--- src/rtl/apb_timer_mc.sv ---
// ---------------------------------------------------------------------------
// apb_timer_mc -- multi-channel APB timer with PWM outputs and interrupts.
//
// Each channel: prescaler, auto-reload up-counter, compare register, PWM
// output, one-shot mode, update/compare flags. One APB slave (one wait state)
// decodes all channels; channel = PADDR[7:5], register = PADDR[4:2].
//
// Ports:
//   PCLK, PRESET     clock, asynchronous active-high reset
//   PADDR/PSEL/PENABLE/PWRITE/PWDATA   APB request
//   PRDATA/PREADY/PSLVERR              APB response (registered)
//   pwm_o[NUM_CH]    per-channel PWM output (registered)
//   irq              OR of enabled channel flags (registered)
// ---------------------------------------------------------------------------

// Per-channel counter datapath and registers.
//   wr_*     one-cycle write strobes from the APB decode
//   wdata    APB write data
//   en..ccif register state, exposed for readback
//   pwm      registered PWM level, flag = pending enabled interrupt
module apb_timer_ch #(
   parameter int CNT_W = 32
) (
   input  logic             clk,
   input  logic             rst,
   input  logic             wr_ctrl,
   input  logic             wr_psc,
   input  logic             wr_arr,
   input  logic             wr_cmp,
   input  logic             wr_stat,
   input  logic [31:0]      wdata,
   output logic             en,
   output logic             oneshot,
   output logic             irq_en,
   output logic             pol,
   output logic [CNT_W-1:0] cnt,
   output logic [CNT_W-1:0] psc,
   output logic [CNT_W-1:0] arr,
   output logic [CNT_W-1:0] cmp,
   output logic             uif,
   output logic             ccif,
   output logic             pwm,
   output logic             flag
);

   logic [CNT_W-1:0] psc_cnt;
   logic             tick, wrap, hit, clr;

   assign tick = en & (psc_cnt == psc);
   // >= so that an ARR lowered below the running count wraps on the next tick
   assign wrap = tick & (cnt >= arr);
   assign hit  = tick & (cnt == cmp);
   assign clr  = wr_ctrl & wdata[1];
   assign flag = (uif | ccif) & irq_en;

   always_ff @(posedge clk or posedge rst) begin
      if (rst) begin
         psc_cnt <= '0;
         cnt     <= '0;
         en      <= 1'b0;
         oneshot <= 1'b0;
         irq_en  <= 1'b0;
         pol     <= 1'b0;
         psc     <= '0;
         arr     <= '0;
         cmp     <= '0;
         uif     <= 1'b0;
         ccif    <= 1'b0;
         pwm     <= 1'b0;
      end else begin
         // CLR overrides any tick on the same edge
         if (clr)
            psc_cnt <= '0;
         else if (en)
            psc_cnt <= tick ? '0 : psc_cnt + CNT_W'(1);

         if (clr)
            cnt <= '0;
         else if (tick)
            cnt <= wrap ? '0 : cnt + CNT_W'(1);

         // software write to CTRL beats the one-shot hardware clear
         if (wr_ctrl) begin
            en      <= wdata[0];
            oneshot <= wdata[2];
            irq_en  <= wdata[3];
            pol     <= wdata[4];
         end else if (wrap & oneshot) begin
            en <= 1'b0;
         end

         if (wr_psc) psc <= wdata[CNT_W-1:0];
         if (wr_arr) arr <= wdata[CNT_W-1:0];
         if (wr_cmp) cmp <= wdata[CNT_W-1:0];

         // hardware set wins over a W1C on the same edge
         uif  <= wrap | (uif  & ~(wr_stat & wdata[0]));
         ccif <= hit  | (ccif & ~(wr_stat & wdata[1]));

         pwm <= en ? ((cnt < cmp) ^ pol) : pol;
      end
   end

endmodule

module apb_timer_mc #(
   parameter int NUM_CH = 2,
   parameter int CNT_W  = 32
) (
   input  logic              PCLK,
   input  logic              PRESET,
   input  logic [7:0]        PADDR,
   input  logic              PSEL,
   input  logic              PENABLE,
   input  logic              PWRITE,
   input  logic [31:0]       PWDATA,
   output logic [31:0]       PRDATA,
   output logic              PREADY,
   output logic              PSLVERR,
   output logic [NUM_CH-1:0] pwm_o,
   output logic              irq
);

   logic [2:0] ch_sel, reg_sel;
   logic       access, wr, ch_ok;
   logic       unused_addr;
   logic [31:0] rdata;

   logic [NUM_CH-1:0][CNT_W-1:0] cnt, psc, arr, cmp;
   logic [NUM_CH-1:0]            en, oneshot, irq_en, pol, uif, ccif, flag;

   assign ch_sel      = PADDR[7:5];
   assign reg_sel     = PADDR[4:2];
   assign unused_addr = ^PADDR[1:0];
   assign ch_ok       = int'(ch_sel) < NUM_CH;
   // setup/access phase seen while not yet ready -> respond next cycle
   assign access      = PSEL & PENABLE & ~PREADY;
   assign wr          = PSEL & PENABLE & PREADY & PWRITE;

   for (genvar i = 0; i < NUM_CH; i++) begin : g_ch
      logic sel;
      assign sel = wr & (ch_sel == 3'(i));

      apb_timer_ch #(.CNT_W(CNT_W)) u_ch (
         .clk     (PCLK),
         .rst     (PRESET),
         .wr_ctrl (sel & (reg_sel == 3'd0)),
         .wr_psc  (sel & (reg_sel == 3'd2)),
         .wr_arr  (sel & (reg_sel == 3'd3)),
         .wr_cmp  (sel & (reg_sel == 3'd4)),
         .wr_stat (sel & (reg_sel == 3'd5)),
         .wdata   (PWDATA),
         .en      (en[i]),
         .oneshot (oneshot[i]),
         .irq_en  (irq_en[i]),
         .pol     (pol[i]),
         .cnt     (cnt[i]),
         .psc     (psc[i]),
         .arr     (arr[i]),
         .cmp     (cmp[i]),
         .uif     (uif[i]),
         .ccif    (ccif[i]),
         .pwm     (pwm_o[i]),
         .flag    (flag[i])
      );
   end

   // read mux; out-of-range channels and unmapped offsets return 0
   always_comb begin
      rdata = '0;
      for (int i = 0; i < NUM_CH; i++) begin
         if (ch_sel == 3'(i)) begin
            case (reg_sel)
               3'd0: rdata[4:0]       = {pol[i], irq_en[i], oneshot[i], 1'b0, en[i]};
               3'd1: rdata[CNT_W-1:0] = cnt[i];
               3'd2: rdata[CNT_W-1:0] = psc[i];
               3'd3: rdata[CNT_W-1:0] = arr[i];
               3'd4: rdata[CNT_W-1:0] = cmp[i];
               3'd5: rdata[1:0]       = {ccif[i], uif[i]};
               default: ;
            endcase
         end
      end
   end

   always_ff @(posedge PCLK or posedge PRESET) begin
      if (PRESET) begin
         PREADY  <= 1'b0;
         PRDATA  <= '0;
         PSLVERR <= 1'b0;
         irq     <= 1'b0;
      end else begin
         PREADY  <= access;
         PSLVERR <= access & ~ch_ok;
         PRDATA  <= (access & ~PWRITE) ? rdata : '0;
         irq     <= |flag;
      end
   end

endmodule

--- config.mk ---
export PLATFORM = sky130hd
export DESIGN_NAME = apb_timer_mc
export DESIGN_NICKNAME = d
export VERILOG_FILES = /design/src/rtl/apb_timer_mc.sv
export SDC_FILE = /design/constraint.sdc
export NUM_CORES = 1
export LEC_CHECK = 0
export CAP_MARGIN = 20
export CORE_ASPECT_RATIO = 1.1
export CORE_UTILIZATION = 24
export CTS_CLUSTER_SIZE = 14
export DETAILED_ROUTE_END_ITERATION = 8
export GPL_TIMING_DRIVEN = 0
export PLACE_DENSITY = 0.36
export SYNTH_ARGS = -nofsm -noshare
export SYNTH_HDL_FRONTEND = slang
export SYNTH_HIERARCHICAL = 1
export SYNTH_SLANG_ARGS = --single-unit
--- constraint.sdc ---
create_clock -name PCLK -period 12.9 [get_ports PCLK]
set_clock_uncertainty 0.05 [all_clocks]
set_input_delay 2.58 -clock PCLK [delete_from_list [all_inputs] [get_ports PCLK]]
set_output_delay 2.58 -clock PCLK [all_outputs]
set_load 0.02 [all_outputs]
==> flow_summary_export.csv <==
group,metric,value,unit
sta,period_needed,6560,ps
floorplanning,die_area,0.0920,mm²
logic_synthesis,synthFlopType,"dfrtp_1",
sta,setup_tns,0,ps
setup_path,critPathKind,"primary input to register",
clock_network,clkLatencyLatePin,610,ps
finish,fin_util,28.9,%
sta,slew-limit-headroom,25.4,%
sta,rsz0062_at_grt,"no",
sta,hold_ws,463,ps
sta,worstMarginPinSlew,1100,ps
clock_network,cts_tree,"built",
floorplanning,io_pins,82,
setup_path,worst_setup_path_start_kind,"primary input",
floorplanning,num_rows,115,
route,drtAntennaViolNets,0,
pwr,power_frac_comb,10.2,%
logic_synthesis,syn_area,0.0218,mm²
sta,period_share,50.8,%
setup_path,crit_arrival,7010,ps
clock_network,ctsResizeCount,0,
logic_synthesis,yosys_warnings,6,
route,initialDrtViolationCount,1154,
finish,mostFrequentLayoutCells,"dfrtp_1 (369), nand2_1 (226), o21ai_0 (219), inv_1 (162), ha_1 (132)",
place,portBuffers,77,
logic_synthesis,avgSynthCellArea,9.52,µm²
place,place_ws,5760,ps
clock_network,htree_levels,2,
finish,final_nets,2598,
route,wl_per_cell,24.9,µm
grt,grt_max_degree,113,
place,gp_congestion,0.881,
route,vias,18226,
floorplanning,dieHeight,318,µm
status,status,"finished clean",
grt,antenna_found_initial,4,
pwr,switching_share,27.0,%
pwr,p_seq_share,40.2,%
setup_path,crit_path_end_kind,"register",
finish,final_common_cell,"dfrtp_1",
pwr,power.total,3.05,mW
clock_network,ctsHoldBuffers,0,
sta,hold_violations,0,
pwr,p_clk_share,49.5,%
finish,drive_above_1_share,10.6,%
pwr,p_int,2.23,mW
finish,area_delta_synth_final,18.8,%
grt,first_global_vias,18656,
run,maxCapViolations,0,
sta,finalSetupViolCount,0,
route,totalWireLength,90.5,mm
clock_network,post-cts-setup-buffer-count,0,
route,drtPass1Iterations,5,
setup_path,worstPathRequired,13360,ps
clock_network,cts_buffers,50,
floorplanning,start_util,24.3,%
logic_synthesis,synthDistinctLibCells,85,
logic_synthesis,ys_ff_latch,369,
route,vias_per_cell,5.02,
clock_network,root_buffer,"clkbuf_16",
sta,max_freq,0.153,GHz
sta,report.final.slew_viol_count,0,
sta,setup_ws,6340,ps
route,drcViolationCount,0,
logic_synthesis,syn_inst,2288,
logic_synthesis,synth_edf_count,0,
grt,grt_pass1_wl,132,mm
clock_network,path_clk_slew,60,ps
pwr,vdd_drop_max,0.0000866,V
floorplanning,core_area,0.0896,mm²
floorplanning,dieWidth,289,µm
logic_synthesis,async_flop_share,100,%
pwr,powerDensity,118,mW/mm²
place,dpl.hpwl,70.5,mm
pwr,p_leak,11.4,nW
logic_synthesis,synth_nets,2465,
grt,grt_overflow_total,0,
clock_network,cts.sinks,369,
hold_path,min_path_type,"register to register",
grt,track_usage,19.7,%
setup_path,crit_fanout,10,
pwr,switchingPower,0.823,mW
logic_synthesis,ys_seq_area_share,42.4,%
clock_network,cts_max_path_buffers,3,
[layout make-up]
| class | count | area (µm²) |
|---|---|---|
| fillers | 9456 | 63800 |
| multi-input cells | 1635 | 11300 |
| flip-flops and latches | 369 | 9230 |
| well taps | 1170 | 1460 |
| clock buffers | 67 | 1430 |
| repair buffers | 81 | 851 |
| inverters | 165 | 634 |
| plain buffers | 119 | 612 |
| clock inverters | 25 | 339 |
| diodes | 1 | 2.50 |
[final timing paths]
path	startpoint	end	slack, ps	depth (start not counted)
worst max-delay path	PADDR[5]	g_ch[0].u_ch/psc_cnt[26]$_DFFE_PP0P_	6340	14
worst min register to register	g_ch[0].u_ch/pol$_DFFE_PP0P_	g_ch[0].u_ch/pwm$_DFF_PP0_	460	1
min in group asynchronous	PRESET	g_ch[0].u_ch/arr[23]$_DFFE_PP0P_	2570	2
worst max register to register	PREADY$_DFF_PP0_	g_ch[1].u_ch/psc_cnt[28]$_DFFE_PP0P_	9040	10
max in group asynchronous	PRESET	g_ch[1].u_ch/psc[4]$_DFFE_PP0P_	9220	3
worst min-delay path	g_ch[0].u_ch/pol$_DFFE_PP0P_	g_ch[0].u_ch/pwm$_DFF_PP0_	460	1
[state kept, by name, indices dropped and copies added (netlist names), 32 cells and up]
name               count
g_ch.u_ch/cmp         64
PRDATA                32
g_ch.u_ch/psc         64
g_ch.u_ch/cnt         64
g_ch.u_ch/psc_cnt     64
g_ch.u_ch/arr         64
[logic make-up (layout without fill, tap and decap cells)]
logic type	after synthesis	count (layout)	share of synthesized area (%)
other	0	1	0
AOI/OAI and AO/OA	537	537	15.4
xor gates and xnor gates	140	140	5.63
and+or+nand+nor	687	687	16.5
adders and majority gates	132	132	7.58
DFF	369	369	42.4
muxes	139	139	6.89
buffers and inverters	284	457	5.65
[critical path, stage by stage]
cell and delay (ps):
clkdlybuf4s50_1 430, buf_2 220, inv_1 310, clkbuf_1 550
nand3b_1 300, nor4_1 290, buf_4 250, and2_0 140
buf_4 150, o21ai_1 120, nor4_2 640, nand4_1 410
or3_1 440, a21oi_1 160
[cells in the mapped netlist, types with 14 or more instances]
library cell / n / share of area, %
dfrtp_1: 369 / 42
nand2_1: 226 / 3.9
o21ai_0: 219 / 5.0
inv_1: 165 / 2.8
ha_1: 132 / 7.6
nor2_1: 116 / 2.0
a21oi_1: 113 / 2.6
xnor2_1: 106 / 4.3
mux2_2: 78 / 4.0
nand4_1: 68 / 2.0
a211oi_1: 61 / 2.1
clkbuf_1: 60 / 1.0
mux2i_1: 60 / 2.8
nand3_1: 51 / 1.2
nor3_1: 46 / 1.1
or3_1: 38 / 1.1
xor2_1: 34 / 1.4
buf_2: 29 / 0.67
a221oi_1: 21 / 0.84
and3_1: 16 / 0.46
nor4_1: 16 / 0.46
a22o_1: 14 / 0.56
a22oi_1: 14 / 0.48
buf_4: 14 / 0.48
[power groups by stage]
stage,sequential (mW),combinational [mW],clock [mW]
detailed placement,1.25,0.316,0
global placement,1.25,0.310,0
finish,1.23,0.312,1.51
global route,1.23,0.343,1.60
CTS,1.23,0.318,1.55
floorplan,1.24,0.184,0
[per-layer routing]
layer,share of wire [%],track usage (%)
met5,0.014,0
met4,3.2,6.29
met1,45,26.0
met3,3.2,2.07
met2,49,33.2
[metrics by stage]
step | instances | instance area [µm²]
6_report | 3632 | 25900
3_3_place_gp | 3535 | 24000
2_1_floorplan | 2288 | 21800
4_1_cts | 3631 | 25900
5_1_grt | 3631 | 25900
3_5_place_dp | 3539 | 24100
Power figures use the tool's default switching activity.
